### src/rtl/y86_cc_pkg.sv
// Shared encodings for the Y86-64 condition-code unit: ALU ops, ifun codes,
// CC bit positions and the CC reset value.
package y86_cc_pkg;

    localparam logic [1:0] ALU_ADD = 2'b00;
    localparam logic [1:0] ALU_SUB = 2'b01;
    localparam logic [1:0] ALU_AND = 2'b10;
    localparam logic [1:0] ALU_XOR = 2'b11;

    localparam logic [3:0] C_ALWAYS = 4'd0;
    localparam logic [3:0] C_LE     = 4'd1;
    localparam logic [3:0] C_L      = 4'd2;
    localparam logic [3:0] C_E      = 4'd3;
    localparam logic [3:0] C_NE     = 4'd4;
    localparam logic [3:0] C_GE     = 4'd5;
    localparam logic [3:0] C_G      = 4'd6;

    localparam int ZF_BIT = 2;
    localparam int SF_BIT = 1;
    localparam int OF_BIT = 0;

    localparam logic [2:0] CC_RESET = 3'b100;

endpackage

### src/rtl/y86_cond_eval.sv
// Combinational Y86-64 condition evaluation from {ZF,SF,OF} and ifun.
// Shared with the fetch-stage branch predictor check.
module y86_cond_eval
    import y86_cc_pkg::*;
(
    input  logic [2:0] cc,
    input  logic [3:0] ifun,
    output logic       cond,
    output logic       ifun_illegal
);

    logic zf;
    logic sf;
    logic of;
    logic lt;

    assign zf = cc[ZF_BIT];
    assign sf = cc[SF_BIT];
    assign of = cc[OF_BIT];
    assign lt = sf ^ of;

    always_comb begin
        cond         = 1'b0;
        ifun_illegal = 1'b0;
        case (ifun)
            C_ALWAYS: cond = 1'b1;
            C_LE:     cond = lt | zf;
            C_L:      cond = lt;
            C_E:      cond = zf;
            C_NE:     cond = ~zf;
            C_GE:     cond = ~lt;
            C_G:      cond = ~lt & ~zf;
            default:  ifun_illegal = 1'b1;
        endcase
    end

endmodule

### src/rtl/y86_cc_unit.sv
// Execute-stage condition-code register with branch/cmov condition evaluation.
// Optional CC save/restore shadow enabled by defining CC_SNAPSHOT_EN.
module y86_cc_unit
    import y86_cc_pkg::*;
#(
    parameter int WIDTH = 64,
    parameter int CNT_W = 16
) (
    input  logic             clk,
    input  logic             rst,
    input  logic             e_valid,
    input  logic             set_cc,
    input  logic             stall,
    input  logic             squash,
    input  logic [WIDTH-1:0] alu_result,
    input  logic             alu_overflow,
    input  logic [1:0]       alu_control,
    input  logic [3:0]       ifun,
`ifdef CC_SNAPSHOT_EN
    input  logic             cc_save,
    input  logic             cc_restore,
`endif
    output logic [2:0]       cc_out,
    output logic             cond,
    output logic             cond_q,
    output logic             cond_q_valid,
    output logic             ifun_illegal,
    output logic [CNT_W-1:0] cc_upd_cnt
);

    logic [2:0]       cc_reg;
    logic [2:0]       cc_next;
    logic             cond_q_reg;
    logic             cond_q_valid_reg;
    logic [CNT_W-1:0] cnt_reg;
    logic [CNT_W-1:0] cnt_next;
    logic             upd;
    logic [2:0]       alu_flags;

    assign upd = e_valid & set_cc & ~stall & ~squash;

    // Logical ops never overflow, so OF is cleared whatever the ALU reports.
    assign alu_flags[ZF_BIT] = (alu_result == '0);
    assign alu_flags[SF_BIT] = alu_result[WIDTH-1];
    assign alu_flags[OF_BIT] = (alu_control == ALU_ADD || alu_control == ALU_SUB) ? alu_overflow : 1'b0;

    y86_cond_eval u_cond_eval (
        .cc           (cc_reg),
        .ifun         (ifun),
        .cond         (cond),
        .ifun_illegal (ifun_illegal)
    );

`ifdef CC_SNAPSHOT_EN
    logic [2:0] shadow_reg;
    logic       restore;

    assign restore = cc_restore & ~stall;

    always_ff @(posedge clk or posedge rst) begin
        if (rst) begin
            shadow_reg <= CC_RESET;
        end else if (cc_save && !stall) begin
            shadow_reg <= cc_reg;
        end
    end
`endif

    always_comb begin
        cc_next  = cc_reg;
        cnt_next = cnt_reg;
        if (upd) begin
            cc_next = alu_flags;
            if (cnt_reg != '1) begin
                cnt_next = cnt_reg + 1'b1;
            end
        end
`ifdef CC_SNAPSHOT_EN
        // A restore overrides the ALU update and is not counted as one.
        if (restore) begin
            cc_next  = shadow_reg;
            cnt_next = cnt_reg;
        end
`endif
    end

    always_ff @(posedge clk or posedge rst) begin
        if (rst) begin
            cc_reg           <= CC_RESET;
            cnt_reg          <= '0;
            cond_q_reg       <= 1'b0;
            cond_q_valid_reg <= 1'b0;
        end else begin
            cc_reg  <= cc_next;
            cnt_reg <= cnt_next;
            if (!stall) begin
                cond_q_reg       <= cond;
                cond_q_valid_reg <= e_valid & ~squash;
            end
        end
    end

    assign cc_out       = cc_reg;
    assign cond_q       = cond_q_reg;
    assign cond_q_valid = cond_q_valid_reg;
    assign cc_upd_cnt   = cnt_reg;

endmodule
### config.mk
export PLATFORM = sky130hd
export DESIGN_NAME = y86_cc_unit
export DESIGN_NICKNAME = d
export VERILOG_FILES = /design/src/rtl/y86_cc_pkg.sv /design/src/rtl/y86_cond_eval.sv /design/src/rtl/y86_cc_unit.sv
export SDC_FILE = /design/constraint.sdc
export NUM_CORES = 1
export LEC_CHECK = 0
export BUFFER_PORTS_ARGS = -buffer_cell sky130_fd_sc_hd__buf_2
export CELL_PAD_IN_SITES_DETAIL_PLACEMENT = 0
export CELL_PAD_IN_SITES_GLOBAL_PLACEMENT = 1
export CORE_MARGIN = 2
export CORE_UTILIZATION = 24
export CTS_BUF_LIST = sky130_fd_sc_hd__clkbuf_8
export DETAILED_ROUTE_END_ITERATION = 12
export GPL_ROUTABILITY_DRIVEN = 0
export GPL_TIMING_DRIVEN = 0
export PLACE_DENSITY = 0.88
export SYNTH_ARGS = -nofsm -noshare
export SYNTH_HDL_FRONTEND = slang
export SYNTH_SLANG_ARGS = --single-unit
### constraint.sdc
create_clock -name clk -period 1.4 [get_ports clk]
set_input_delay 0.07 -clock clk [delete_from_list [all_inputs] [get_ports clk]]
set_output_delay 0.07 -clock clk [all_outputs]
set_load 0.01 [all_outputs]
# Word level (Yosys, flattened, before mapping)
# Cells that the tools add are included.
# totals
register_bits	21
inputBits	77
output_inout_bits	23
elab_cells	33
# op_classes
n_addsub	1
eq_ne	8
muxes	3
bitwise_logic	11
reduce_logical	6
# ops
operator	n
zero test 64 bit	1
adder 16 x 1 -> 16 bit, second input constant	1
inequality test 16 bit, second input constant	1
== test 4 x 3 -> 1 bit, second input constant	3
== test 4 x 2 -> 1 bit, second input constant	2
case mux 1 bit (7 select lines)	1
OR reduction 7 bit	1
bitwise AND 1 bit	5
== test 4 x 1 -> 1 bit, second input constant	1
zero test 4 bit	1
inverter 1 bit	4
== test 2 x 1 -> 1 bit, second input constant	1
zero test 2 bit	1
two-way mux 1 bit	2
AND reduction 2 bit	1
logical OR 1 bit	1
bitwise OR 1 bit	1
XOR 1 bit	1

# Longest topological paths before layout
# depth
word_depth	4
ltp_mapped	5
mapped_depth_nobuf	5

# Cells and area by module
# Synthesis repeated with hierarchy kept, for this count alone.
# unflattened
hier_cells	122
hier_area_um2	1241.2
# by_module_without_submodules
module	n_inst	cells_each	area_each_um2
y86_cc_unit	1	111	1151.1
y86_cond_eval	1	11	90.1

# Worst setup path before layout
# Ideal clock, no wire load.
# synth_timing
path_kind	flip-flop to flip-flop
startpoint	reg cnt_reg[0], in the netlist cc_upd_cnt[0]
endpoint	reg cnt_reg[14], in the netlist cc_upd_cnt[14]
setup_ns	0.125
arrival_time_ns	1.502
required_ns	1.275
path_slack_ns	-0.227
path_stages_with_launch	6
n_path_buf	0
period_less_slack_ns	1.627
cell_sequence	dfrtp_1 -> ha_1 -> nand3_1 -> nor2_1 -> nand4_1 -> mux2_2
# synth_via
elab_chain_len	2
word_cells_on_any_way	3
cone_classes	1 x add/sub; 1 x eq/ne; 1 x reduce/logical
# synth_rtl
item	line	text
from (decl)	y86_cc_unit.sv:35	logic [CNT_W-1:0] cnt_reg;
from (signal assigned)	y86_cc_unit.sv:95	cnt_reg <= cnt_next;
branches (longest 2 deep; another with adder 16 x 1 -> 16 bit)	-	
# Several ways; the timed one is not identified.
# A chain may end at the register's enable or synchronous reset.

# Worst setup path after layout
# layout_timing
startpoint	reg cc_reg[1], in the netlist cc_out[1]
endpoint	out cond
# layout_via
elab_chain_len	4
word_cells_on_any_way	5
cone_classes	1 x mux; 4 x bitwise
# layout_rtl
item	line	text
from (decl)	y86_cc_unit.sv:31	logic [2:0] cc_reg;
from (signal assigned)	y86_cc_unit.sv:94	cc_reg <= cc_next;
XOR 1 bit *	y86_cond_eval.sv:20	assign lt = sf ^ of;
inverter 1 bit	y86_cond_eval.sv:31, y86_cond_eval.sv:32	
bitwise AND 1 bit	y86_cond_eval.sv:32	C_G: cond = ~lt & ~zf;
case mux 1 bit (7 select lines) *	y86_cond_eval.sv:25	case (ifun)
to (decl)	y86_cc_unit.sv:24	output logic cond,
# Every way passes the cells marked *; elsewhere a longest branch is shown, timed or not.

==> metrics.md <==
| Metric | Value |
|---|---|
| Reg2reg path depth | `5` |
| DRT antenna net count | `0` |
| WS Path Type | `reg -> out` |
| Slew Viols, Final | `0` |
| Count of distinct cell types in the synthesized netlist | `35` |
| Area occupied by multi-input gates | `736 µm²` |
| P&R area growth vs syn | `73.0%` |
| Setup WS post-layout | `-150 ps` |
| Global-route wire length before repair | `6.03 mm` |
| # diodes | `0` |
| CTS buffer count | `3` |
| Worst path arrival time | `1480 ps` |
| Bufs and invs on worst path | `1` |
| Register area share after synthesis | `43.3%` |
| Clock skew | `7.05 ps` |
| Type of origin of the critical path | `flop` |
| Vias in the first global route | `1424` |
| Core ar. | `0.00482 mm²` |
| Min Hold Slack | `23.4 ps` |
| Worst skew pair latency | `270 ps` |
| Fill cells | `499` |
| FF/Latch Area | `532 µm²` |
| VDD IR-drop max | `0.366 mV` |
| Total of max-cap violations | `0` |
| Min-delay src | `ifun[3]` |
| Die H | `75.2 µm` |
| Final WL | `3.78 mm` |
| Combinational share of power | `32.1%` |
| Internal reg-to-reg setup slack | `-60 ps` |
| Finished Cell Area | `0.00210 mm²` |
| I/O Buffers | `98` |
| DRC Markers | `0` |
| Die ar. | `0.00565 mm²` |
| Synth Register Bits | `21` |
| Max FFs per register | `16` |
| Via count | `1473` |
| DR pass1 iterations | `4` |
| Initial core utilization | `25.2%` |
| Die X | `75.2 µm` |
| Net Switching | `0.000520 W` |
| Measured slew at the worst slew-check pin | `799 ps` |
| Max stage delay on crit path | `410 ps` |
| NumNets Final | `327` |
| Maximum buffer depth of the clock tree | `2` |
| Worst Hold Class | `in -> reg` |
| Power Density | `818 mW/mm²` |
| Synth Instances | `122` |
| Synthesized area per cell | `9.97 µm²` |
| DRT iter0 DRCs | `57` |
| Reg2reg start | `cc_upd_cnt[7]` |
| Fmax | `645 MHz` |
| Crit path time final | `1550 ps` |
| Dpl cell area | `0.00181 mm²` |
| Post-synth net total | `200` |
| Pleak | `1.05 nW` |
| CTS tree | `yes` |
| Ratio of cells with drive above 1 in the final layout | `60.5%` |
| # rows | `25` |
| GR Overflow Total | `0` |
| Antenna violations before repair | `0` |
| Worst Setup End Kind | `output port` |
| Top cell type's share of synthesized area | `41.2%` |
| Part of the power in registers | `44.2%` |
| Sw Ratio | `30.2%` |
| Hold Path End | `cond_q` |
| Syn Std Cell Area | `0.00122 mm²` |
| Final Hold Fails | `0` |
| Max FO, Critical Path | `2` |
| Critical path data required time | `1330 ps` |
| Outcome | `complete, but fails checks` |
| I/O pins | `100` |
| Ys Warns | `0` |
| Clock tree sinks | `21` |
| Top post-synthesis cells by area | `dfrtp_1 41%, xnor2_1 8.6%, nor4_1 8.2%, nand4_1 4.1%, nand2_1 3.4%` |
| Wirelength per Cell | `12.0 µm` |
| Cell Int Power | `0.00120 W` |
| Top Family by Delay on Critical Path | `flip-flops` |
| R2R Path End | `cc_upd_cnt[1]` |
| Worst slew margin relative to its limit | `46.7%` |
| Failing checks | `negative setup slack` |
| Setup violators final | `2` |
| Tot GR Track Use | `13.8%` |
| CP max stage cell | `dfrtp_1` |
| Yosys top cell by area | `dfrtp_1` |
| Clock power share | `23.7%` |
| Final critical-path share of the clock period | `111%` |
| RSZ-0062 raised after global routing | `true` |
| H-tree depth reported by CTS | `1` |
| Worst hold path stage count | `2` |
| CTS root buffer | `clkbuf_8` |
| CP cell instances | `xor2_2, mux2i_1, a221oi_2, nor2_1, buf_2` |
| Largest net degree at the start of global routing | `22` |
| HPWL Detailed | `2.79 mm` |
| Clock transition at path regs | `70 ps` |
| Avg Vias per Cell | `4.68` |
power groups by stage:
| stage | registers (W) | clock network (W) | logic (W) |
|---|---|---|---|
| after floorplan | 0.000779 | 0 | 0.000155 |
| after global placement | 0.000756 | 0 | 0.000394 |
| after detailed placement | 0.000761 | 0 | 0.000398 |
| after CTS | 0.000757 | 0.000413 | 0.000516 |
| after global routing | 0.000777 | 0.000440 | 0.000619 |
| final | 0.000761 | 0.000408 | 0.000552 |
layout by cell type (no fill, tap or decap), types with 4 or more instances in the layout:
master    synthesis  routed
buf_4             0      22
dfrtp_1          20      16
o211ai_1          4       4
nand2_1          11      11
nand4_1           8       8
nand3_1           8       7
nor4_1           16      16
xnor2_1          12      12
nand2b_1          4       4
buf_2             1      98
dfrtp_2           0       4
layout make-up:
cell class                      instances  share of cell area (%)
Inverter                                2                   0.357
Clock inverter                          1                   0.238
Multi-Input combinational cell         97                    35.0
Tap cell                               67                    3.98
Clock buffer                            3                    1.96
Sequential cell                        21                    25.3
Timing Repair Buffer                  122                    32.3
Buffer                                  2                   0.892
timing repair:
item,4_1_cts,5_1_grt
pin swaps,5,9
hold buffers,1,0
setup endpoints to repair,8,17
cloned,0,0
gates resized for setup,7,9
endpoints found under the hold margin,20,0
buffers inserted,20,3
Yosys cell counts:
cell,n
dfrtp_1,20
nor4_1,16
xnor2_1,12
nand2_1,11
nand3_1,8
nand4_1,8
and3_1,5
nand2b_1,4
nor2_1,4
o211ai_1,4
inv_1,2
mux2i_1,2
nand4bb_1,2
o21ai_0,2
xor2_1,2
a221oi_1,1
a31o_2,1
and2_2,1
and3_2,1
and4_2,1
and4bb_2,1
buf_2,1
buf_6,1
dfstp_2,1
ha_1,1
mux2_2,1
mux2_4,1
nand3b_1,1
nor2b_1,1
nor3_1,1
o2111ai_1,1
o21a_4,1
o22ai_1,1
o31ai_1,1
or4_1,1
metrics by stage:
step / total power (W) / util [%] / worst slack, ps / instances / setup TNS, ps
finish: 0.00172 / 43.7 / -150 / 315 / -207
global route: 0.00184 / 43.7 / -282 / 315 / -939
CTS: 0.00169 / 42.7 / -156 / 312 / -209
detailed placement: 0.00116 / 37.5 / -243 / 287 / -712
global placement: 0.00115 / 37.5 / -230 / 287 / -657
floorplan: 0.000935 / - / -88.8 / 122 / -176
logic make-up after synthesis:
logic type	after synthesis	share of synthesized area (%)
and+or+nand+nor	66	32.0
muxes	4	3.81
buffers and inverters	4	1.95
AOI/OAI and AO/OA	12	7.82
DFF	21	43.3
xor gates and xnor gates	14	10.1
adders and majority gates	1	1.03
layer usage:
metal  wire length, µm  global-route usage [%]  vias to the layer above  share of wire, %
met2              1980                    27.1                       73                52
met3               285                    1.74                        7               7.5
met1              1450                    15.2                      670                38
met5                 0                       0                        -                 0
li1                  -                       -                      723                 -
met4                65                    4.09                        0               1.7
how the worst max path moves through the flow:
stage | from | to | slack (ps) | cells past startpoint
floorplan | cc_upd_cnt[13] | cc_upd_cnt[1] | -90 | 5
global placement | cc_upd_cnt[0] | cc_upd_cnt[14] | -230 | 5
detailed placement | cc_upd_cnt[0] | cc_upd_cnt[14] | -240 | 5
CTS | cc_out[1] | cond | -160 | 5
global route | cc_out[1] | cond | -280 | 5
finish | cc_out[1] | cond | -150 | 5
Power figures use the tool's default switching activity.
